**src/rtl/fifo_ctrl.sv**
```systemverilog
// FIFO pointer/count controller for an external synchronous RAM with one-cycle read latency.
// Produces RAM enables and addresses, registered occupancy flags and sticky error flags.
module fifo_ctrl #(
  parameter int unsigned DATA_SIZE       = 6,
  parameter int unsigned MAIN_QUEUE_SIZE = 3,
  parameter int unsigned ALMOST_FULL_TH  = 6,
  parameter int unsigned ALMOST_EMPTY_TH = 2
) (
  input  logic                       clk,
  input  logic                       reset,
  input  logic                       push,
  input  logic                       pop,
  output logic                       write,
  output logic                       read,
  output logic [MAIN_QUEUE_SIZE-1:0] wr_ptr,
  output logic [MAIN_QUEUE_SIZE-1:0] rd_ptr,
  output logic [MAIN_QUEUE_SIZE:0]   count,
  output logic                       full,
  output logic                       empty,
  output logic                       almost_full,
  output logic                       almost_empty,
  output logic                       valid_out,
  output logic                       overflow_err,
  output logic                       underflow_err
);

  localparam int unsigned PtrW  = MAIN_QUEUE_SIZE;
  localparam int unsigned CntW  = MAIN_QUEUE_SIZE + 1;
  localparam int unsigned Depth = 2 ** MAIN_QUEUE_SIZE;

  localparam logic [CntW-1:0] DepthCnt = CntW'(Depth);
  localparam logic [CntW-1:0] AfTh     = CntW'(ALMOST_FULL_TH);
  localparam logic [CntW-1:0] AeTh     = CntW'(ALMOST_EMPTY_TH);

  // The RAM word width only matters to the integrator; nothing here depends on it.
  if (DATA_SIZE == 0) begin : g_no_data_width
  end

  logic            push_ok, pop_ok;
  logic [PtrW-1:0] wr_ptr_d, wr_ptr_q, rd_ptr_d, rd_ptr_q;
  logic [CntW-1:0] count_d, count_q;
  logic            full_d, full_q, empty_d, empty_q;
  logic            almost_full_d, almost_full_q, almost_empty_d, almost_empty_q;
  logic            valid_d, valid_q, overflow_d, overflow_q, underflow_d, underflow_q;

  always_comb begin
    // Reset masks the enables so the RAM is never touched while the block is being cleared.
    pop_ok  = pop && !empty_q && !reset;
    push_ok = push && (!full_q || pop_ok) && !reset;

    wr_ptr_d = wr_ptr_q;
    rd_ptr_d = rd_ptr_q;
    if (push_ok) wr_ptr_d = wr_ptr_q + PtrW'(1);
    if (pop_ok)  rd_ptr_d = rd_ptr_q + PtrW'(1);

    count_d = count_q;
    case ({push_ok, pop_ok})
      2'b10:   count_d = count_q + CntW'(1);
      2'b01:   count_d = count_q - CntW'(1);
      default: count_d = count_q;
    endcase

    full_d         = (count_d == DepthCnt);
    empty_d        = (count_d == '0);
    almost_full_d  = (count_d >= AfTh);
    almost_empty_d = (count_d <= AeTh);

    valid_d     = pop_ok;
    overflow_d  = overflow_q || (push && full_q && !pop);
    underflow_d = underflow_q || (pop && empty_q);
  end

  always_ff @(posedge clk) begin
    if (reset) begin
      wr_ptr_q       <= '0;
      rd_ptr_q       <= '0;
      count_q        <= '0;
      full_q         <= 1'b0;
      empty_q        <= 1'b1;
      almost_full_q  <= 1'b0;
      almost_empty_q <= 1'b1;
      valid_q        <= 1'b0;
      overflow_q     <= 1'b0;
      underflow_q    <= 1'b0;
    end else begin
      wr_ptr_q       <= wr_ptr_d;
      rd_ptr_q       <= rd_ptr_d;
      count_q        <= count_d;
      full_q         <= full_d;
      empty_q        <= empty_d;
      almost_full_q  <= almost_full_d;
      almost_empty_q <= almost_empty_d;
      valid_q        <= valid_d;
      overflow_q     <= overflow_d;
      underflow_q    <= underflow_d;
    end
  end

  assign write         = push_ok;
  assign read          = pop_ok;
  assign wr_ptr        = wr_ptr_q;
  assign rd_ptr        = rd_ptr_q;
  assign count         = count_q;
  assign full          = full_q;
  assign empty         = empty_q;
  assign almost_full   = almost_full_q;
  assign almost_empty  = almost_empty_q;
  assign valid_out     = valid_q;
  assign overflow_err  = overflow_q;
  assign underflow_err = underflow_q;

endmodule

```
**config.mk**
```make
export PLATFORM = sky130hd
export DESIGN_NAME = fifo_ctrl
export DESIGN_NICKNAME = d
export VERILOG_FILES = /design/src/rtl/fifo_ctrl.sv
export SDC_FILE = /design/constraint.sdc
export NUM_CORES = 1
export LEC_CHECK = 0
export ABC_AREA = 1
export BUFFER_PORTS_ARGS = -buffer_cell sky130_fd_sc_hd__buf_4
export CAP_MARGIN = 40
export CORE_AREA = 2 2 49 42
export DETAILED_ROUTE_END_ITERATION = 16
export DIE_AREA = 0 0 51 44
export PLACE_DENSITY_LB_ADDON = 0.08
export REMOVE_ABC_BUFFERS = 1
export SLEW_MARGIN = 40
export SYNTH_ARGS = -nofsm -noshare
export SYNTH_HDL_FRONTEND = slang
export SYNTH_SLANG_ARGS = --single-unit
```
**constraint.sdc**
```tcl
create_clock -name clk -period 2.6 [get_ports clk]
set_input_delay 0.52 -clock clk [delete_from_list [all_inputs] [get_ports clk]]
set_output_delay 0.52 -clock clk [all_outputs]
set_load 0.05 [all_outputs]
```
* Yosys cells after proc, flatten, opt, wreduce, memory -nomap -nowiden
Cells that the tools add are included.
** Storage, ports and cells
- Register bits after elaboration :: 17
- Input port bits :: 4
- Output and inout bits :: 19
- Logic and storage cells :: 35
** Operators by class
- Add/subtract/negate cells :: 4
- $lt $le $gt $ge :: 2
- Eq/ne operators :: 3
- Multiplexer cells :: 1
- Reduce and logical (&&, ||, !) cells :: 15
** Operators by type and width (count)
- case mux 4 bit (2 select lines) :: 1
- logical AND 1 bit :: 7
- adder 3 x 1 -> 3 bit, second input constant :: 2
- adder 4 x 1 -> 4 bit, second input constant :: 1
- == test 4 bit, second input constant :: 1
- greater-or-equal comparator 4 x 3 -> 1 bit, second input constant :: 1
- less-or-equal comparator 4 x 2 -> 1 bit, second input constant :: 1
- logical NOT 1 bit :: 4
- logical NOT 4 bit :: 1
- subtractor 4 x 1 -> 4 bit, second input constant :: 1
- logical OR 1 bit :: 3
- == test 2 x 1 -> 1 bit, second input constant :: 1
- == test 2 bit, second input constant :: 1

* Longest topological paths before layout
Gate-level depths: netlist (run 1).
- Depth after elaboration :: 9
- Mapped depth :: 15

* Worst setup path after synthesis (run 1)
OpenSTA, ideal clock, no wires.
- Path type :: register to register
- From :: register empty_q, in the netlist empty
- To :: register empty_q, in the netlist empty
- Data arrival time :: 2899 ps
- Data required time :: 2475 ps
- Setup slack :: -424 ps
- Stages on the path, launching flop included :: 14
- Period minus slack after synthesis :: 3024 ps
- Path through :: dfxtp_1 inv_1 nand3_4 nand2_2 nand2_1 nor2_1 inv_1 ha_1 inv_1 fa_1 o21ai_1 nor2_1 a21oi_2 a21oi_2
** Between the ends
- Cells in the longest elaborated chain, start to end :: 9
- Elaborated cells between the ends (all ways) :: 10
** Ends and longest elaborated chain
- start: declaration :: RTL line 42 : logic full_d, full_q, empty_d, empty_q;
- start signal: assignment :: RTL line 90 : empty_q <= empty_d;
- logical NOT 1 bit * :: RTL line 48 : pop_ok = pop && !empty_q && !reset;
- logical AND 1 bit * (2 in series) :: RTL line 48
- logical OR 1 bit * :: RTL line 49 : push_ok = push && (!full_q || pop_ok) && !reset;
- logical AND 1 bit * (2 in series) :: RTL line 49
- named net write :: RTL line 13 : output logic write,
- == test 2 x 1 -> 1 bit / == test 2 bit (equally long branches) :: RTL line 57 : case ({push_ok, pop_ok})
- case mux 4 bit (2 select lines) * :: RTL line 57
- logical NOT 4 bit * :: RTL line 64 : empty_d = (count_d == '0);
The timed path passes the listed nets; every way through them passes the cells marked *.
A chain may end at the register's enable or synchronous reset.

* Worst setup path in the final report (run 1)
- From :: input port reset
- To :: register empty_q, in the netlist empty
** Between the ends
- Cells in the longest elaborated chain, start to end :: 8
- Elaborated cells between the ends (all ways) :: 9
** Ends and longest elaborated chain
- start: declaration :: RTL line 10 : input logic reset,
- logical NOT 1 bit :: RTL line 48, 49
- logical AND 1 bit :: RTL line 48
- logical OR 1 bit :: RTL line 49
- logical AND 1 bit (2 in series) :: RTL line 49
- == test 2 x 1 -> 1 bit / == test 2 bit (equally long branches) :: RTL line 57
- case mux 4 bit (2 select lines) :: RTL line 57
- logical NOT 4 bit :: RTL line 64
Parallel ways exist; a longest one is shown, timed or not.

==> results.txt, run 1 <==
Final Hold Fails = 0
#FFs+latches synth = 17
layout overhead on the synthesized area = 29.4%
routability cong. = 0.756
die span in y = 44 um
initial antenna violation count = 0
Detail Route Antenna Nets = 0
max-cap violations = 0
IO buf count = 22
status = complete, no violations
CTS H-Tree Depth = 1
critical path class = input port to flip-flop
commonest non-fill, non-tap cell in the layout = buf_4
required time worst endpoint = 2770 ps
Reg clk slew, reported paths = 90 ps
Setup Skew = 0.700 ps
ANT cells = 0
die area = 2240 um2
DRC violations left = 0
Die Span X = 51 um
core area = 1770 um2
share of layout cells above drive strength 1 = 0.310
num rows = 14
DP Cell Count = 149
Initial Util = 0.455
Worst Tran Pin Value = 352 ps
syn avg cell area = 7.97 um2
Final setup viols = 0
register area share after synthesis = 0.423
first-pass GRT wire length = 2680 um
most frequent cells in the layout = buf_4 (25), nand2_1 (19), dfxtp_1 (17)
Layout fillers = 172
largest family of logic cells by synthesized area = simple AND/OR/NAND/NOR gates
IO Pins = 23
fmax = 443 MHz
overall routing resource usage = 0.162
Post-Layout Cell Count = 153
Detailed Routing Iterations Pass 1 = 4
clk_lat worst skew = 280 ps
final slew viol count = 0
Clock Root Buffer = clkbuf_4
number of flip-flops in the largest register = 4
initial DRC count = 19
Worst EP arrival = 2420 ps
Avg WL per Cell = 10.3 um
Worst setup SP type = input port
buffer count from post-CTS setup fixing = 0
post_cts resized = 0
P_leak = 0.538 nW
register area = 340 um2
remaining global-route overflow = 0
maximum vdd drop = 0.469 mV
Post-Synth Simple-Gate Area = 0.263
Adder-Cell Fraction of Synth Area = 0.103
clock sink count = 17
hpwl dp = 1250 um
Post-Synth XOR/XNOR Area = 0.0109
reg2reg path depth = 13
hold depth = 2
Compound-Gate Fraction of Synth Area = 0.107
Post-Syn Instances = 101
footprint of the multi-input gates = 389 um2
PwrDens = 830 nW/um2
CTS buffer count = 3
routed wire length = 1580 um
setup TNS = 0 ps
Vias/cell = 4.48
RSZ-0062 raised after global routing = false
crit path time final = 2250 ps
CTS tree = built
routed vias = 686
Netlist cell types = 22
NumNets Final = 140
vias in the first global route = 617
CP Max Fanout = 4
yosys warns = 0
Hold Buf Count CTS = 0
endpoint kind of the worst setup timing path = flip-flop
Hold Crit Class = flip-flop to flip-flop
mux cell area share after synthesis = 0
Netlist Area Pre-Place = 805 um2
pin count of the biggest net entering global routing = 13
fin crit share = 0.867
clock buffer depth = 2
Worst slew margin = 0.765
## per-stage QoR
stage	utilization	hold slack (ps)	total power [mW]	instance area (um2)	worst slack, ps
after floorplan	-	589	0.625	797	-424
after global placement	0.574	452	0.733	1010	116
after detailed placement	0.574	462	0.735	1010	56.5
after CTS	0.588	488	0.871	1040	349
after global routing	0.588	508	0.915	1040	75.9
final	0.588	483	0.864	1040	345
## final timing paths
check | from | to | slack, ps
max | reset | empty$_SDFF_PP1_ | 350
min | underflow_err$_SDFF_PP0_ | underflow_err$_SDFF_PP0_ | 480
max reg2reg | empty$_SDFF_PP1_ | empty$_SDFF_PP1_ | 380
min reg2reg | underflow_err$_SDFF_PP0_ | underflow_err$_SDFF_PP0_ | 480
## cells in the mapped netlist (all sizes together)
cell type	instances	area, um2
nand2	22	95.1
inv	18	67.6
dfxtp	17	340
nand3	10	62.6
a21oi	9	56.3
nor2	9	33.8
ha	5	62.6
o21ai	4	23.8
a31oi	1	6.26
and3	1	6.26
buf	1	7.51
fa	1	20.0
nor3	1	5.00
or2	1	8.76
xor2	1	8.76
## cell type report
type | count | area share
inverters | 18 | 0.0649
well taps | 24 | 0.0288
repair buffers | 25 | 0.180
multi-input cells | 65 | 0.374
clock buffers | 4 | 0.0252
flip-flops and latches | 17 | 0.327
## logic make-up (layout without fill, tap and decap cells)
group | after synthesis | after routing
flip-flops | 17 | 17
XOR/XNOR | 1 | 1
buffers and inverters | 19 | 47
AO/OA/AOI/OAI | 14 | 14
AND/OR/NAND/NOR | 44 | 44
adder cells (fa/ha/maj) | 6 | 6
## metal layers
layer,routed length (um),GRT usage,up-vias
met5,0,0,-
met4,13,0.0324,0
met3,89,0.0621,2
met2,636,0.242,18
met1,842,0.224,294
li1,-,-,372
## worst max-delay path: stages
cell     delay, ps
buf_4          120
inv_2           90
nand3_4         80
nand2_2         70
nand2_1         70
nor2_1         130
inv_1           60
ha_1           240
inv_1          100
fa_1           410
o21ai_1        200
nor2_1         140
a21oi_2        170
a21oi_2         40
## power by group
| part | switching [mW] | internal [mW] |
|---|---|---|
| logic | 0.275 | 0.125 |
| registers | 0.0290 | 0.301 |
| clock network | 0.0744 | 0.0595 |
| total | 0.379 | 0.485 |
No activity file was read; power rests on OpenSTA's default activity.
==> run 2: changes to the inputs <==
Settings changed: RECOVER_POWER set to 25, REMOVE_ABC_BUFFERS 1 to not set.
==> run 2 against run 1 <==
Against the previous run: first-iteration DRC count is 26% lower; routed wire length is 1.6% lower; via count is 0.73% lower; sequential share of layout area is 0.079 points higher; non-clock buffer count stayed put; final cell count stayed put; cell area is 0.24% lower; clock power is 7% higher; critical path type unchanged; largest cell class unchanged.
==> results.txt, run 2 (synthesized netlist as in run 1, its figures left out) <==
commonest non-fill, non-tap cell in the layout = buf_4
CTS buffer count = 3 (unchanged)
first-pass GRT wire length = 2590 um (-3.4%)
critical path class = input port to flip-flop
die span in y = 44 um (unchanged)
Final setup viols = 0 (unchanged)
RSZ-0062 raised after global routing = false
IO buf count = 22 (unchanged)
Vias/cell = 4.45 (-0.73%)
Cell Int Power = 0.482 mW (-0.70%)
Clk pwr share = 0.165 (+0.010)
Synthesized Nets = 111
pin count of the biggest net entering global routing = 13 (unchanged)
Avg WL per Cell = 10.2 um (-1.6%)
die area = 2240 um2 (unchanged)
CTS tree = built
post_cts resized = 0 (unchanged)
routing usage on met1 = 0.215 (-0.00977)
power share of the combinational group = 0.454 (-0.009)
Worst Tran Pin Value = 620 ps (+268 ps)
core area = 1770 um2 (unchanged)
clock sink count = 17 (unchanged)
gr busiest metal = met2
status = complete, no violations
fin util = 0.587 (-0.00141)
routed vias = 681 (-0.73%)
Sw Share = 0.447 (+0.00901)
met3 Use GR = 0.0621 (unchanged)
P_leak = 0.530 nW (-1.6%)
Reg clk slew, reported paths = 100 ps (about the same)
initial DRC count = 14 (-5)
Die Span X = 51 um (unchanged)
P_sw = 0.390 mW (+3.0%)
met2 Use GR = 0.229 (-0.0130)
maximum vdd drop = 0.485 mV (+3.5%)
layout overhead on the synthesized area = 29.1%
CTS H-Tree Depth = 1 (unchanged)
Hold Buf Count CTS = 0 (unchanged)
hpwl dp = 1240 um (-1.1%)
Hold Crit Class = input port to flip-flop
CP Max Fanout = 12 (+8)
IO Pins = 23 (unchanged)
most frequent cells in the layout = buf_4 (22), nand2_1 (20), dfxtp_1 (17)
clk_lat worst skew = 300 ps (+20 ps)
clock buffer depth = 2 (unchanged)
Initial Util = 0.455 (unchanged)
share of layout cells above drive strength 1 = 0.287 (-0.0233)
Reg power frac = 0.380 (-0.002)
final slew viol count = 0 (unchanged)
buffer count from post-CTS setup fixing = 0 (unchanged)
vias in the first global route = 599 (-2.9%)
NumNets Final = 140 (unchanged)
num rows = 14 (unchanged)
endpoint kind of the worst setup timing path = flip-flop
DRC violations left = 0 (unchanged)
crit path time final = 2270 ps (+17.3 ps)
routed wire length = 1560 um (-1.6%)
Detail Route Antenna Nets = 0 (unchanged)
setup TNS = 0 ps (unchanged)
Clock Root Buffer = clkbuf_4
Setup Skew = 8.85 ps (+8.15 ps)
number of flip-flops in the largest register = 4 (unchanged)
Worst EP arrival = 2520 ps (+100 ps)
initial antenna violation count = 0 (unchanged)
fin crit share = 0.874 (+0.00666)
max-cap violations = 0 (unchanged)
Detailed Routing Iterations Pass 1 = 4 (unchanged)
Worst setup SP type = input port
overall routing resource usage = 0.162 (-0.000494)
Final Hold Fails = 0 (unchanged)
Worst slew margin = 0.586 (-0.179)
ANT cells = 0 (unchanged)
PwrDens = 840 nW/um2 (+1.2%)
required time worst endpoint = 2850 ps (+80 ps)
fmax = 440 MHz (-0.76%)
remaining global-route overflow = 0 (unchanged)
routability cong. = 0.743 (-1.8%)
-- run 2: cell count changes in the layout (fill, tap and decap cells not counted), sizes merged --
cell,delta
buf,-3
clkbuf,+2
clkinvlp,+1
-- run 2: power groups by stage --
stage	clock network (mW)	logic, mW	registers, mW
final	0.144	0.396	0.332
after global routing	0.161	0.429	0.336
after CTS	0.150	0.404	0.333
after detailed placement	0	0.402	0.338
after global placement	0	0.401	0.338
after floorplan	0	0.159	0.472
-- run 2: path summary, 6_finish.rpt --
check / start / end / slack (ps) / cells after the start
hold reg to reg: overflow_err$_SDFF_PP0_ / overflow_err$_SDFF_PP0_ / 490 / 2
setup / recovery: reset / empty$_SDFF_PP1_ / 330 / 11
hold / removal: pop / underflow_err$_SDFF_PP0_ / 490 / 3
setup reg to reg: empty$_SDFF_PP1_ / empty$_SDFF_PP1_ / 340 / 13
-- run 2: area by class of cell --
class | count | area [um2]
Clock inverter | 1 | 7.51
Clock buffer | 3 | 22.5
Multi-Input combinational cell | 65 | 394
Inverter | 18 | 67.6
Tap cell | 24 | 30.0
Timing Repair Buffer | 25 | 176
Fill cell | 182 | 731
Sequential cell | 17 | 340
-- run 2: routing by layer --
layer,vias up,wire length (um)
li1,373,-
met1,286,817
met2,17,606
met3,5,100
met4,0,32
met5,-,0
-- run 2: metrics by stage --
step	cells	hold slack (ps)	area [um2]	worst slack [ps]	power [mW]
floorplan	101	601	813	8.20	0.631
global placement	149	455	1020	73.7	0.739
detailed placement	149	480	1020	49.9	0.740
CTS	153	496	1050	376	0.887
global route	153	500	1040	120	0.925
finish	153	493	1040	328	0.872
-- run 2: worst max-delay path, cell delays in order --
cell and delay (ps):
buf_4 90, clkbuf_1 480, nor2_4 40, inv_1 70
ha_1 210, inv_1 90, fa_1 510, o21ai_1 90
nor2_1 220, a21oi_2 90, a21oi_2 110
